`src/rtl/uart_cmd_ctrl.sv`:
```
// uart_cmd_ctrl: host byte-frame parser driving an 8-bit config register bank over uart_rx/uart_tx.
// Define UART_CMD_CHECKSUM_EN to require a trailing XOR checksum byte on every W/R frame.
module uart_cmd_ctrl #(
  parameter int          NUM_REGS     = 16,
  parameter int          TIMEOUT_CLKS = 16368,
  parameter logic [7:0]  ACK_BYTE     = 8'h06,
  parameter logic [7:0]  NAK_BYTE     = 8'h15,
  localparam int         AW           = $clog2(NUM_REGS)
) (
  input  logic                  clk_in,
  input  logic                  rst_in,
  input  logic                  rx_dv_in,
  input  logic [7:0]            rx_data_in,
  output logic                  tx_dv_out,
  output logic [7:0]            tx_data_out,
  input  logic                  tx_active_in,
  input  logic                  tx_done_in,
  output logic [NUM_REGS*8-1:0] cfg_regs_out,
  output logic                  wr_pulse_out,
  output logic [AW-1:0]         wr_addr_out,
  output logic                  busy_out
);
  localparam logic [7:0] CMD_W = 8'h57;
  localparam logic [7:0] CMD_R = 8'h52;
  localparam int         CW    = $clog2(TIMEOUT_CLKS);
  typedef enum logic [2:0] {
    S_IDLE, S_ADDR, S_DATA,
`ifdef UART_CMD_CHECKSUM_EN
    S_CSUM,
`endif
    S_EXEC, S_RESP, S_WAIT
  } state_t;
  state_t        state_q, state_d;
  logic [7:0]    cmd_q, cmd_d, addr_q, addr_d, data_q, data_d, resp_q, resp_d;
  logic [CW-1:0] cnt_q, cnt_d;
  logic          wr_pulse_q, wr_pulse_d;
  logic [AW-1:0] wr_addr_q, wr_addr_d;
  logic [7:0]    regs_q [NUM_REGS];
  logic [7:0]    regs_d [NUM_REGS];
  logic          timed_out, frame_ok, is_w;
  state_t        after_body;
`ifdef UART_CMD_CHECKSUM_EN
  logic [7:0]    csum_q, csum_d;
  assign frame_ok   = csum_q == (cmd_q ^ addr_q ^ (is_w ? data_q : 8'h00));
  assign after_body = S_CSUM;
`else
  assign frame_ok   = 1'b1;
  assign after_body = S_EXEC;
`endif
  assign is_w      = cmd_q == CMD_W;
  assign timed_out = !rx_dv_in && cnt_q == CW'(TIMEOUT_CLKS - 1);
  always_comb begin
    state_d    = state_q;
    cmd_d      = cmd_q;
    addr_d     = addr_q;
    data_d     = data_q;
    resp_d     = resp_q;
    cnt_d      = '0;
    wr_pulse_d = 1'b0;
    wr_addr_d  = wr_addr_q;
    regs_d     = regs_q;
    tx_dv_out  = 1'b0;
`ifdef UART_CMD_CHECKSUM_EN
    csum_d     = csum_q;
`endif
    case (state_q)
      S_IDLE: if (rx_dv_in) begin
        cmd_d   = rx_data_in;
        state_d = (rx_data_in == CMD_W || rx_data_in == CMD_R) ? S_ADDR : S_RESP;
        resp_d  = NAK_BYTE;
      end
      S_ADDR: begin
        cnt_d   = rx_dv_in ? '0 : cnt_q + CW'(1);
        addr_d  = rx_dv_in ? rx_data_in : addr_q;
        state_d = rx_dv_in ? (is_w ? S_DATA : after_body) : timed_out ? S_IDLE : state_q;
      end
      S_DATA: begin
        cnt_d   = rx_dv_in ? '0 : cnt_q + CW'(1);
        data_d  = rx_dv_in ? rx_data_in : data_q;
        state_d = rx_dv_in ? after_body : timed_out ? S_IDLE : state_q;
      end
`ifdef UART_CMD_CHECKSUM_EN
      S_CSUM: begin
        cnt_d   = rx_dv_in ? '0 : cnt_q + CW'(1);
        csum_d  = rx_dv_in ? rx_data_in : csum_q;
        state_d = rx_dv_in ? S_EXEC : timed_out ? S_IDLE : state_q;
      end
`endif
      S_EXEC: begin
        state_d = S_RESP;
        if (int'(addr_q) >= NUM_REGS || !frame_ok) resp_d = NAK_BYTE;
        else if (is_w) begin
          regs_d[addr_q[AW-1:0]] = data_q;
          wr_pulse_d = 1'b1;
          wr_addr_d  = addr_q[AW-1:0];
          resp_d     = ACK_BYTE;
        end else resp_d = regs_q[addr_q[AW-1:0]];
      end
      S_RESP: if (!tx_active_in) begin
        tx_dv_out = 1'b1;
        state_d   = S_WAIT;
      end
      S_WAIT: state_d = tx_done_in ? S_IDLE : state_q;
      default: state_d = S_IDLE;
    endcase
  end
  always_ff @(posedge clk_in) begin
    if (rst_in) begin
      state_q    <= S_IDLE;
      cmd_q      <= '0;
      addr_q     <= '0;
      data_q     <= '0;
      resp_q     <= '0;
      cnt_q      <= '0;
      wr_pulse_q <= 1'b0;
      wr_addr_q  <= '0;
      regs_q     <= '{default: '0};
`ifdef UART_CMD_CHECKSUM_EN
      csum_q     <= '0;
`endif
    end else begin
      state_q    <= state_d;
      cmd_q      <= cmd_d;
      addr_q     <= addr_d;
      data_q     <= data_d;
      resp_q     <= resp_d;
      cnt_q      <= cnt_d;
      wr_pulse_q <= wr_pulse_d;
      wr_addr_q  <= wr_addr_d;
      regs_q     <= regs_d;
`ifdef UART_CMD_CHECKSUM_EN
      csum_q     <= csum_d;
`endif
    end
  end
  for (genvar i = 0; i < NUM_REGS; i++) begin : g_flat
    assign cfg_regs_out[8*i +: 8] = regs_q[i];
  end
  assign tx_data_out  = resp_q;
  assign wr_pulse_out = wr_pulse_q;
  assign wr_addr_out  = wr_addr_q;
  assign busy_out     = state_q != S_IDLE;
endmodule

```
`config.mk`:
```
export PLATFORM = sky130hd
export DESIGN_NAME = uart_cmd_ctrl
export DESIGN_NICKNAME = d
export VERILOG_FILES = /design/src/rtl/uart_cmd_ctrl.sv
export SDC_FILE = /design/constraint.sdc
export NUM_CORES = 1
export LEC_CHECK = 0
export ABC_AREA = 1
export CELL_PAD_IN_SITES_DETAIL_PLACEMENT = 1
export CELL_PAD_IN_SITES_GLOBAL_PLACEMENT = 1
export CORE_UTILIZATION = 33
export DETAILED_ROUTE_END_ITERATION = 12
export MAX_ROUTING_LAYER = met4
export PLACE_DENSITY_LB_ADDON = 0.1
export SETUP_SLACK_MARGIN = 0.15
export SLEW_MARGIN = 20
export SYNTH_ARGS = -nofsm -noshare
export SYNTH_HDL_FRONTEND = slang
export SYNTH_SLANG_ARGS = --single-unit
```
`constraint.sdc`:
```
create_clock -name clk_in -period 1.6 [get_ports clk_in]
set_input_delay 0.16 -clock clk_in [delete_from_list [all_inputs] [get_ports clk_in]]
set_output_delay 0.16 -clock clk_in [all_outputs]
set_load 0.02 [all_outputs]
```
==> results.py <==
metrics = {
    "floorplan": {
        "pin_count": 156,
        "die_x_um": 160,
        "core-area_um2": 24500,
        "initial_utilization_pct": 33.8,
        "die-area_um2": 25700,
        "std_cell_rows": 57,
        "die_h_um": 160,
    },
    "worst_setup_path": {
        "path_depth": 11,
        "worstSetupStartpoint": "cmd_q[3]",
        "r2r_cells": 11,
        "worst-path-buf-inv": 3,
        "crit_family": "simple AND/OR/NAND/NOR gates",
        "cp_cell_sequence": "inv_2 -> nand4_1 -> nor2_2 -> nand2_2 -> buf_6 -> nor2_4 -> buf_12 -> nand2_8 -> nand2_1 -> nand2_1 -> a21oi_1",
        "r2r_start": "cmd_q[3]",
        "crit_required_ns": 1.96,
        "critPathMaxFanout": 5,
        "slowest_stage": "dfxtp_2",
        "cpMostUsedCell": "nand2_1",
        "end_kind": "register",
        "arrival_ns": 2.22,
        "cp-start-kind": "register",
        "crit_type": "register to register",
        "cpPeakStageDelay_ns": 0.33,
    },
    "cells_and_area": {
        "layout-drive-gt1-share_pct": 38.6,
        "seq_area_um2": 3670,
        "multi_input_comb_area_um2": 5510,
        "fillCellCount": 2955,
        "num-nets-final": 1579,
        "syn_to_final_growth_pct": 70.2,
    },
    "timing": {
        "worst_slack_ns": -0.264,
        "period_share_pct": 117,
        "setup_viol": 132,
        "slew_viol_final": 0,
        "period_needed_ns": 1.86,
        "rsz0062_at_grt": "true",
        "hold_violations": 0,
        "worst_pin_slew_ns": 0.517,
        "skew_ns": 0.0163,
        "relSlewSlack_pct": 65.5,
        "fmax_ghz": 0.536,
    },
    "synthesis": {
        "synth_flop_cell": "dfxtp_1",
        "yosys_warnings": 0,
        "ys_types": 31,
        "synth-edff-count": 0,
        "synth_top_area_share_pct": 44.1,
        "synth-seq-area-share_pct": 44.1,
        "ys_top_cells_by_area": "dfxtp_1 (44%), nand2_1 (21%), a21oi_1 (11%)",
        "synth_common_cells": "nand2_1 (463), dfxtp_1 (182), a21oi_1 (175)",
        "yosysTopAreaCell": "dfxtp_1",
        "syn_inst": 1273,
        "synth_area_per_cell_um2": 6.49,
        "yosysMostFrequentCell": "nand2_1",
        "ys_ff_latch": 182,
        "syn_area_um2": 8260,
        "syn-num-nets": 1287,
        "async_reset_ff_share_pct": 0,
    },
    "cts": {
        "ctsHoldBuffers": 0,
        "cts_buffers": 17,
        "clk-insertion-delay-late_ns": 0.45,
        "clk_pin_slew_ns": 0.08,
        "clock-sinks": 182,
        "cts_tree": "yes",
        "root_buffer": "clkbuf_16",
        "clk_path_buf_depth": 2,
        "htreeDepth": 4,
    },
    "power": {
        "combinationalPowerShare_pct": 13.8,
        "power_mw": 10.4,
        "p_leak_nw": 6.58,
        "ir_drop_mv": 0.712,
        "power_frac_clock_pct": 41.5,
        "p_int_mw": 7.41,
        "power_switching_mw": 3.02,
        "p_per_area_nw_per_um2": 741,
        "p_seq_share_pct": 44.7,
        "switching_share_pct": 28.9,
    },
    "run": {
        "cap_violations": 0,
    },
    "place": {
        "globalplace.congestion": 0.857,
        "io_buffer_count": 155,
        "place_hpwl_mm": 23.4,
        "pre_cts_slack_ns": -0.214,
    },
    "detailed_routing": {
        "drt_pre_antenna_iters": 5,
        "drt-wirelength-per-cell_um": 20.3,
        "vias": 9722,
        "viasPerCell": 5.11,
        "first_iter_violations": 494,
        "routed_wl_mm": 38.7,
        "drc": 0,
        "ant_nets": 0,
    },
    "worst_hold_path": {
        "hp-class": "input port to register",
        "whs_path_depth": 3,
        "worstHoldStart": "rx_data_in[0]",
    },
    "global_routing": {
        "grt_pass1_wl_mm": 53.9,
        "antenna_found_initial": 0,
        "grt_pass1_vias": 9526,
        "grt_max_degree": 42,
        "grt_overflow_total": 0,
        "grt_util_all_layers_pct": 28.4,
    },
    "outcome": {
        "failed_checks": "setup timing",
        "status": "finished, violations left",
    },
}
==> layout by cell type, fill, tap and decap left out, types with 10 or more instances in the layout <==
master / Yosys / routed
buf_12: 0 / 15
clkbuf_16: 0 / 17
nand2_8: 0 / 22
a21oi_2: 0 / 85
dlygate4sd2_1: 0 / 140
o21ai_1: 0 / 12
nand2_2: 12 / 153
nand3_1: 19 / 15
buf_6: 1 / 44
dfxtp_1: 182 / 172
nor2_1: 78 / 43
nand2_4: 0 / 39
inv_1: 169 / 155
o21ai_0: 63 / 42
inv_2: 17 / 11
nor2_2: 2 / 15
nor2_4: 2 / 24
inv_8: 0 / 10
nand2_1: 463 / 271
buf_4: 0 / 88
clkdlybuf4s50_1: 0 / 12
a21oi_1: 175 / 86
==> power by group through the flow <==
| stage | clock, mW | combinational [mW] | sequential (mW) |
|---|---|---|---|
| global placement | 0 | 0.863 | 4.74 |
| CTS | 4.29 | 1.13 | 4.65 |
| finish | 4.33 | 1.44 | 4.66 |
| detailed placement | 0 | 0.877 | 4.74 |
| global route | 4.55 | 1.51 | 4.67 |
| floorplan | 0 | 0.406 | 4.74 |
==> through the flow <==
stage	utilization [%]	TNS (ns)	hold slack, ns	std cells	area [µm²]
after floorplan	-	0	0.229	1273	8300
after CTS	51.4	-5.42	0.333	1868	12600
final	57.5	-13.99	0.342	1903	14100
after global routing	57.5	-27.75	0.351	1902	14100
after detailed placement	44.4	-19.88	0.432	1796	10800
after global placement	44.4	-14.75	0.428	1796	10800
==> kinds of logic (layout without fill, tap and decap cells) <==
group           after synthesis  count (layout)  share of synthesized area (%)
xor+xnor                      3               3                          0.318
other cells                   0               1                              0
compound gates              254             254                           15.8
flops                       182             182                           44.1
fa+ha+maj                     1               1                          0.151
simple gates                593             603                           28.5
buf+inv                     240             535                           11.1
==> metal layers <==
layer  share of wire (%)  track usage, %  wire (µm)
met1                  42            34.1      16200
met2                  50            47.4      19300
met3                 4.3            4.81       1650
met4                 4.1            11.1       1570
met5                   0               -          0
==> tightest hold or removal path: cells and delay by family <==
kind,cells,cell delay [ns]
buf+inv,1,0.42
compound gates,1,0.07
simple gates,1,0.08
==> what timing repair did <==
action | in CTS | in global routing
setup buffers | 33 | 27
resized for setup | 432 | 343
pin swaps | 62 | 80
endpoints found under the setup margin | 305 | 181
cloned | 7 | 7
==> worst paths after layout <==
check | end | slack (ns)
worst max register to register | cfg_regs_out[38] | -0.26
worst max-delay path | cfg_regs_out[38] | -0.26
worst min register to register | data_q[4] | 0.44
worst min-delay path | cmd_q[0] | 0.34
==> sequential cells by signal, indices dropped and copies added, names as in the netlist <==
register	cells
addr_q	8
cfg_regs_out	128
cmd_q	8
cnt_q	14
data_q	8
state_q	3
tx_data_out	8
wr_addr_out	4
wr_pulse_out	1
==> area by class of cell <==
type / count / share of cell area (%)
Antenna cell: 1 / 0.0178
Inverter: 193 / 6.41
Sequential cell: 182 / 26.1
Timing Repair inverter: 1 / 0.0801
Clock inverter: 14 / 1.04
Timing Repair Buffer: 309 / 21.2
Tap cell: 324 / 2.88
Clock buffer: 18 / 3.05
Multi-Input combinational cell: 861 / 39.2
Power figures use the tool's default switching activity.
